File: config.mk
export PLATFORM = sky130hd
export DESIGN_NAME = apx_err_monitor
export DESIGN_NICKNAME = d
export VERILOG_FILES = /design/src/rtl/apx_err_pkg.sv /design/src/rtl/apx_abs_diff.sv /design/src/rtl/apx_err_monitor.sv
export SDC_FILE = /design/constraint.sdc
export NUM_CORES = 1
export LEC_CHECK = 0
export ABC_AREA = 1
export CORE_MARGIN = 2
export CORE_UTILIZATION = 40
export DETAILED_ROUTE_END_ITERATION = 16
export PLACE_DENSITY = 0.6
export SYNTH_ARGS = -nofsm -noshare
export SYNTH_HDL_FRONTEND = slang
export SYNTH_SLANG_ARGS = --single-unit
export TNS_END_PERCENT = 10
File: constraint.sdc
create_clock -name clk -period 3.2 [get_ports clk]
set_input_delay 0.8 -clock clk [delete_from_list [all_inputs] [get_ports clk]]
set_output_delay 0.8 -clock clk [all_outputs]
set_load 0.005 [all_outputs]
File: src/rtl/apx_err_pkg.sv
// apx_err_pkg: shared state encoding, default widths and sizing helper for the error monitor.
package apx_err_pkg;
  typedef enum logic [1:0] {IDLE = 2'd0, ACC = 2'd1, DRAIN = 2'd2, RPT = 2'd3} state_t;
  localparam int DEF_W = 32;
  localparam int DEF_CW = 16;
  localparam int DEF_SW = DEF_W + DEF_CW;
  function automatic int sat_add_w(input int w);
    return w + 1;
  endfunction
endpackage

File: src/rtl/apx_abs_diff.sv
// apx_abs_diff: combinational |approx - exact| in W bits, signed or unsigned operands.
module apx_abs_diff #(
  parameter int W = 32,
  parameter bit SIGNED = 1'b1
) (
  input  logic [W-1:0] approx,
  input  logic [W-1:0] exact,
  output logic [W-1:0] ed
);
  logic [W:0] a, e, d;
  always_comb begin
    a = {SIGNED ? approx[W-1] : 1'b0, approx};
    e = {SIGNED ? exact[W-1] : 1'b0, exact};
    d = a - e;
    // |d| never exceeds 2**W-1, so dropping the top bit is lossless
    ed = d[W] ? W'(-d) : d[W-1:0];
  end
endmodule

File: src/rtl/apx_err_monitor.sv
// apx_err_monitor: windowed error statistics (count, error count, distance sum/max) for approximate adders.
// Define APX_ERR_SQ_EN to add a squared-distance sum (err_sq_sum) with one extra pipeline stage.
module apx_err_monitor
  import apx_err_pkg::*;
#(
  parameter int W = DEF_W,
  parameter int WIN = 5000,
  parameter int CW = DEF_CW,
  parameter int SW = DEF_SW,
  parameter bit SIGNED = 1'b1
) (
  input  logic          clk,
  input  logic          rst,
  input  logic          start,
  input  logic          in_valid,
  output logic          in_ready,
  input  logic [W-1:0]  approx,
  input  logic [W-1:0]  exact,
  output logic          busy,
  output logic          rpt_valid,
  input  logic          rpt_ready,
  output logic [CW-1:0] sample_cnt,
  output logic [CW-1:0] err_cnt,
  output logic [SW-1:0] err_sum,
  output logic [W-1:0]  err_max
`ifdef APX_ERR_SQ_EN
  ,
  output logic [2*W+CW-1:0] err_sq_sum
`endif
);
  localparam int SAW = sat_add_w(SW);
  if (WIN >= 2**CW) begin : g_win_chk
    $error("apx_err_monitor: WIN must be below 2**CW");
  end
  state_t state;
  logic [CW-1:0] acc_cnt;
  logic [W-1:0] ed, ed1, eds;
  logic v1, vs, pending, xfer, clr;
  logic [SAW-1:0] sum_ext;
  assign in_ready = state == ACC;
  assign busy = state != IDLE;
  assign rpt_valid = state == RPT;
  assign xfer = in_valid && in_ready;
  assign clr = state == IDLE && start;
  assign sum_ext = SAW'(err_sum) + SAW'(eds);
  apx_abs_diff #(.W(W), .SIGNED(SIGNED)) u_abs (
    .approx(approx),
    .exact(exact),
    .ed(ed)
  );
  always_ff @(posedge clk or negedge rst) begin
    if (!rst) begin
      v1 <= 1'b0;
      ed1 <= '0;
    end else begin
      v1 <= xfer;
      if (xfer) ed1 <= ed;
    end
  end
`ifdef APX_ERR_SQ_EN
  localparam int QW = 2*W + CW;
  localparam int QAW = sat_add_w(QW);
  logic v1b;
  logic [W-1:0] ed1b;
  logic [2*W-1:0] sq1b;
  logic [QAW-1:0] sq_ext;
  assign vs = v1b;
  assign eds = ed1b;
  assign pending = v1 || v1b;
  assign sq_ext = QAW'(err_sq_sum) + QAW'(sq1b);
  always_ff @(posedge clk or negedge rst) begin
    if (!rst) begin
      v1b <= 1'b0;
      ed1b <= '0;
      sq1b <= '0;
      err_sq_sum <= '0;
    end else begin
      v1b <= v1;
      if (v1) begin
        ed1b <= ed1;
        sq1b <= (2*W)'(ed1) * (2*W)'(ed1);
      end
      if (clr) err_sq_sum <= '0;
      else if (vs) err_sq_sum <= sq_ext[QAW-1] ? '1 : sq_ext[QW-1:0];
    end
  end
`else
  assign vs = v1;
  assign eds = ed1;
  assign pending = v1;
`endif
  always_ff @(posedge clk or negedge rst) begin
    if (!rst) begin
      state <= IDLE;
      acc_cnt <= '0;
      sample_cnt <= '0;
      err_cnt <= '0;
      err_sum <= '0;
      err_max <= '0;
    end else if (clr) begin
      state <= ACC;
      acc_cnt <= '0;
      sample_cnt <= '0;
      err_cnt <= '0;
      err_sum <= '0;
      err_max <= '0;
    end else begin
      // samples still in flight keep landing while DRAIN empties the pipeline
      if (vs) begin
        sample_cnt <= sample_cnt + CW'(1);
        err_cnt <= err_cnt + CW'(eds != '0);
        err_sum <= sum_ext[SAW-1] ? '1 : sum_ext[SW-1:0];
        err_max <= eds > err_max ? eds : err_max;
      end
      if (xfer) begin
        acc_cnt <= acc_cnt + CW'(1);
        if (acc_cnt == CW'(WIN - 1)) state <= DRAIN;
      end
      if (state == DRAIN && !pending) state <= RPT;
      if (state == RPT && rpt_ready) state <= IDLE;
    end
  end
endmodule
==> results of run 1 <==
## power breakdown
part           leakage [nW]  internal, mW  switching (mW)
Combinational          7.02          3.04            3.99
Sequential             2.16          2.70           0.874
Clock                 0.286          1.15           0.921
## flip-flops by register name, summed over array words and instances, names as in the netlist
| name | flops |
|---|---|
| err_sum | 48 |
| err_max | 32 |
| err_cnt | 16 |
| state | 2 |
| sample_cnt | 16 |
| ed1 | 32 |
| acc_cnt | 16 |
| pending | 1 |
## final timing paths
| kind | startpoint | end | slack, ns | depth (start not counted) |
|---|---|---|---|---|
| setup / recovery | exact[5] | ed1[31] | 0.17 | 21 |
| hold / removal | rst | err_sum[36] | 0.28 | 1 |
| setup reg to reg | ed1[10] | err_sum[43] | 0.26 | 12 |
| hold reg to reg | err_cnt[15] | err_cnt[15] | 0.47 | 1 |
| max in group asynchronous | rst | ed1[18] | 2.19 | 2 |
| min in group clk | err_cnt[15] | err_cnt[15] | 0.47 | 1 |
## worst max-delay path: stages
cell	delay [ns]
clkdlybuf4s50_1	0.45
inv_1	0.04
ha_1	0.34
nand2_1	0.10
nand2_1	0.11
inv_1	0.11
nand2_1	0.06
nand2_1	0.09
nand3_2	0.11
nand2_1	0.08
nand2_1	0.07
nor2_2	0.19
nand2_4	0.09
nor2_4	0.21
nand2_4	0.10
nor2_4	0.10
nand2_1	0.05
nand2_1	0.07
nand3_1	0.07
nand3_1	0.08
nand2_1	0.05
## cells by family (layout without fill, tap and decap cells)
| group | Yosys count | in the layout | synth area share (%) |
|---|---|---|---|
| flip-flops | 163 | 163 | 29.4 |
| AND/OR/NAND/NOR | 1125 | 1125 | 34.7 |
| AO/OA/AOI/OAI | 311 | 311 | 12.3 |
| adder cells (fa/ha/maj) | 103 | 103 | 9.39 |
| buffers and inverters | 403 | 734 | 11.1 |
| XOR/XNOR | 50 | 50 | 3.15 |
## final cells by class
class                   count  area (um2)  share of cell area, %
flip-flops and latches    163        4080                   22.3
inverters                 361        1360                   7.45
repair buffers            341        3070                   16.8
multi-input cells        1589        8600                   47.1
well taps                 455         569                   3.12
clock inverters            12         119                  0.651
clock buffers              20         467                   2.56
## through the flow
stage | hold WS, ns | std cells
after floorplan | 0.457 | 2155
after global placement | 0.450 | 2905
after detailed placement | 0.458 | 2905
after CTS | 0.277 | 2937
after global routing | 0.297 | 2941
final | 0.277 | 2941
## routing by layer
layer	part of all wire, %	wire (um)	vias up	global-route usage (%)
met5	0	0	-	0
met4	2.2	938	0	7.84
met3	3.5	1480	53	2.28
met2	50	21500	323	43.3
met1	44	18800	6635	29.4
li1	-	-	7552	-
## placed cells by master (no fill, tap or decap), drive strengths merged
cell type,instances
buf,159
nand3b,7
nand4,35
xnor2,13
dfrtp,163
nor3b,2
clkinvlp,2
ha,101
and2,4
clkinv,4
nand3,168
o41ai,1
o21bai,10
o21a,4
inv,366
a21boi,5
nand2,638
o211ai,3
nor3,38
or3,1
clkdlybuf4s50,180
a21o,10
a211oi,3
a21oi,112
xor2,37
o31ai,1
nor4,14
and3,7
a31oi,10
or2,5
dlymetal6s2s,2
a22o,4
a221oi,2
bufinv,1
clkbuf,20
nor2,206
o221a,1
fa,2
o21ai,145
## timing repair
action | CTS | global route
resized for setup | 6 | 80
pin swaps | 2 | 27
cloned | 0 | 0
buffers inserted | 0 | 4
setup endpoints to repair | 9 | 31
==> flow_summary.toml, run 1 <==
[run_status]
status = "finished clean"

[cts]
cts_tree = "built"
ctsHoldBuffers = 0
cts_made_buffers = 17
clk_latency_ns = 0.44
max-clock-path-buffers = 2
htree_levels = 4
path_clk_slew_ns = 0.07
root_buffer = "clkbuf_16"
cts_sinks = 163

[grt]
grt_pass1_vias = 14000
track_usage_pct = 23.8
grt_first_pass_wirelength_um = 69100
grt_overflow = 0
grt_max_degree = 70
antenna_found_initial = 0

[critical_path]
crit_required_ns = 3.53
critPathKind = "in2reg"
cp_data_arrival_time_ns = 3.37
cp-start-kind = "input port"
cp_max_fo = 4
cp-end-kind = "flop"

[timing]
hold_viol = 0
fmax_ghz = 0.330
clock_skew_ns = 0.0151
relSlewSlack_pct = 53.9
min_period_over_period_pct = 94.8
finalMaxSlewViolations = 0
period_needed_ns = 3.03
fin_setup_tns_ns = 0
setup_violations = 0
worst_pin_slew_ns = 0.691
fin_ws_ns = 0.168
rsz0062_at_grt = "true"

[routing]
vias_per_cell = 4.95
drt-initial-drc-count = 590
post_drt_wl_per_cell_um = 14.5
ant_nets = 0
firstDrtPassIters = 7
vias = 14600
routed_wirelength_um = 42700
drc = 0

[logic_synthesis]
synth.area.top_cells = "dfrtp_1 29%, nand2_1 17%, inv_1 9.5%, ha_1 9.1%, nand3_1 5.9%"
synth-edff-count = 0
yosysMostFrequentCell = "nand2_1"
synth_area_um2 = 13900
synthesis.nets = 2327
synthCells = 2155
avgSynthCellArea_um2 = 6.44
synth-seq-cells = 163
synth_top_area_cell = "dfrtp_1"
seq_area_frac_synth_pct = 29.4
synth_cell_type_count = 51
ys_warn_count = 0
netlist_top_cells_count = "621 x nand2_1, 353 x inv_1, 191 x nor2_1, 164 x nand3_1, 163 x dfrtp_1"
synth_ff_type = "dfrtp_1"
synth_top_area_share_pct = 29.4
async_flop_share_pct = 100

[power_and_ir_drop]
report.power.total_mw = 12.7
peakVddDrop_mv = 0.394
p_leak_nw = 9.47
p_per_area_nw_per_um2 = 694

[placed_design]
globalplace.congestion = 0.948
dp_hpwl_um = 34900
port_buffers = 183
pre_cts_slack_ns = -0.517
placed_cell_area_um2 = 17300

[floorplan]
ioPinCount = 184
initial_core_util_pct = 40.4
die_h_um = 190
core_um2 = 34400
fp.dieW_um = 190
std_cell_rows = 68
dieArea_um2 = 36200

[finish]
nFillCells = 3477
antenna_cells = 0
final_cell_area_um2 = 18300
area_delta_synth_final_pct = 31.6
fin_util_pct = 53.1
layout.nets = 2645
final_layout_size_suffix_gt1_share_pct = 12.6

[run]
maxCapViolCount = 0

[worst_hold_path]
hold_path_class = "in2async"
Power figures use the tool's default switching activity.
==> inputs of run 2 (changes only) <==
SETUP_SLACK_MARGIN = 0.02   (was unset)
==> run 2 against run 1 <==
  * Combinational power about the same
  * Worst setup slack improved by 0.019 ns
  * Clock power about the same
  * Die area unchanged
  * Cell count unchanged
  * Largest cell class unchanged
  * Sequential share of layout area about the same
==> flow_summary.toml, run 2 (same netlist as run 1, synthesis figures left out) <==
[worst_hold_path]
hold_path_class = "in2async"

[finish]
layout_common_cells = "602 x nand2_1, 350 x inv_1, 180 x clkdlybuf4s50_1"
multi_input_area_um2 = 8630
antenna_cells = 0
final_layout_size_suffix_gt1_share_pct = 12.8
fin_util_pct = 53.2
area_delta_synth_final_pct = 31.8
nFillCells = 3484
layout.nets = 2645
final_cell_area_um2 = 18300
area.sequential_um2 = 4080
final_common_cell = "nand2_1"
regMostFlops = "err_sum"
largest_reg_flops = 48
reg_top3 = "err_sum x48, ed1 x32, err_max x32"

[critical_path]
cp-start-kind = "input port"
crit-reg2reg-launch = "ed1[31]"
crit_required_ns = 3.53
cp_data_arrival_time_ns = 3.35
slowest_delay_ns = 0.52
critPathKind = "in2reg"
crit_top_cell = "nor2_4"
startpoint = "approx[1]"
crit_chain = "clkdlybuf4s50_1, fa_2, inv_2, nand2_2, nor2_4, nand3_2, nor2_4, nand3_4, nor2_4, nand2_4, nor2_4, nand2_4, nor2_4, nand2_1, nand2_1, nand3_1, nand3_1, nand2_1"
slowest_stage = "clkdlybuf4s50_1"
cp-end-kind = "flop"
cp_max_fo = 3

[floorplan]
die_h_um = 190
dieArea_um2 = 36200
ioPinCount = 184
fp.dieW_um = 190
core_um2 = 34400
initial_core_util_pct = 40.4
std_cell_rows = 68

[grt]
track_usage_pct = 23.8
grt_pass1_vias = 14000
grt_overflow = 0
grt_max_degree = 70
grt_first_pass_wirelength_um = 69100
antenna_found_initial = 0

[placed_design]
globalplace.congestion = 0.948
dp_hpwl_um = 34900
port_buffers = 183
placed_cell_area_um2 = 17300

[cts]
path_clk_slew_ns = 0.07
clk_latency_ns = 0.44
cts_made_buffers = 17
cts_tree = "built"
ctsHoldBuffers = 0
root_buffer = "clkbuf_16"
cts_sinks = 163
htree_levels = 4
max-clock-path-buffers = 2

[timing]
whs_ns = 0.278
hold_viol = 0
finalMaxSlewViolations = 0
period_needed_ns = 3.01
fmax_ghz = 0.332
clock_skew_ns = 0.0147
worst_pin_slew_ns = 0.680
min_period_over_period_pct = 94.2
setup_violations = 0
relSlewSlack_pct = 54.2
rsz0062_at_grt = "true"

[routing]
ant_nets = 0
routed_wirelength_um = 42800
vias = 14500
vias_per_cell = 4.95
firstDrtPassIters = 5
drt-initial-drc-count = 571
drc = 0
post_drt_wl_per_cell_um = 14.6

[run]
maxCapViolCount = 0

[run_status]
status = "finished clean"

[power_and_ir_drop]
peakVddDrop_mv = 0.395
report.power.total_mw = 12.7
p_leak_nw = 9.47
p_per_area_nw_per_um2 = 693
## run 2: routing by layer
metal	vias to the layer above	track usage (%)	part of all wire [%]
met3	57	2.28	3.1
met4	0	7.84	2.3
met5	-	0	0
met1	6648	29.4	44
li1	7557	-	-
met2	282	43.3	50
## run 2: final timing paths
check / to / slack, ns / cells past startpoint
min in group clk: err_cnt[15] / 0.47 / 1
hold reg to reg: err_cnt[15] / 0.47 / 1
hold / removal: err_sum[36] / 0.28 / 1
setup / recovery: ed1[31] / 0.19 / 18
max in group asynchronous: ed1[18] / 2.19 / 2
setup reg to reg: err_sum[41] / 0.25 / 14
## run 2: what timing repair did
item,CTS,global route
setup buffers,0,4
gates resized for setup,6,87
pin swaps,2,30
setup endpoints to repair,13,31
## run 2: critical path, delay by kind of cell
family	cells	cell delay (ns)
buf+inv	2	0.62
fa+ha+maj	1	0.45
simple gates	15	1.47
## run 2: final cells by class
type / count / area share, %
Clock buffer: 20 / 2.55
Clock inverter: 12 / 0.650
Inverter: 361 / 7.43
Multi-Input combinational cell: 1589 / 47.2
Sequential cell: 163 / 22.3
Tap cell: 455 / 3.11
Timing Repair Buffer: 341 / 16.8
## run 2: power by group
group | internal, mW | total (mW) | switching (mW)
Sequential | 2.70 | 3.58 | 0.879
Clock | 1.15 | 2.07 | 0.922
Combinational | 3.05 | 7.04 | 3.99
## run 2: stage by stage
stage / worst slack, ns / std cells / TNS [ns]
global placement: -0.514 / 2905 / -11.81
detailed placement: -0.517 / 2905 / -13.46
floorplan: 0.215 / 2155 / 0
global route: 0.00474 / 2941 / 0
finish: 0.187 / 2941 / 0
CTS: -0.0260 / 2937 / -0.0401
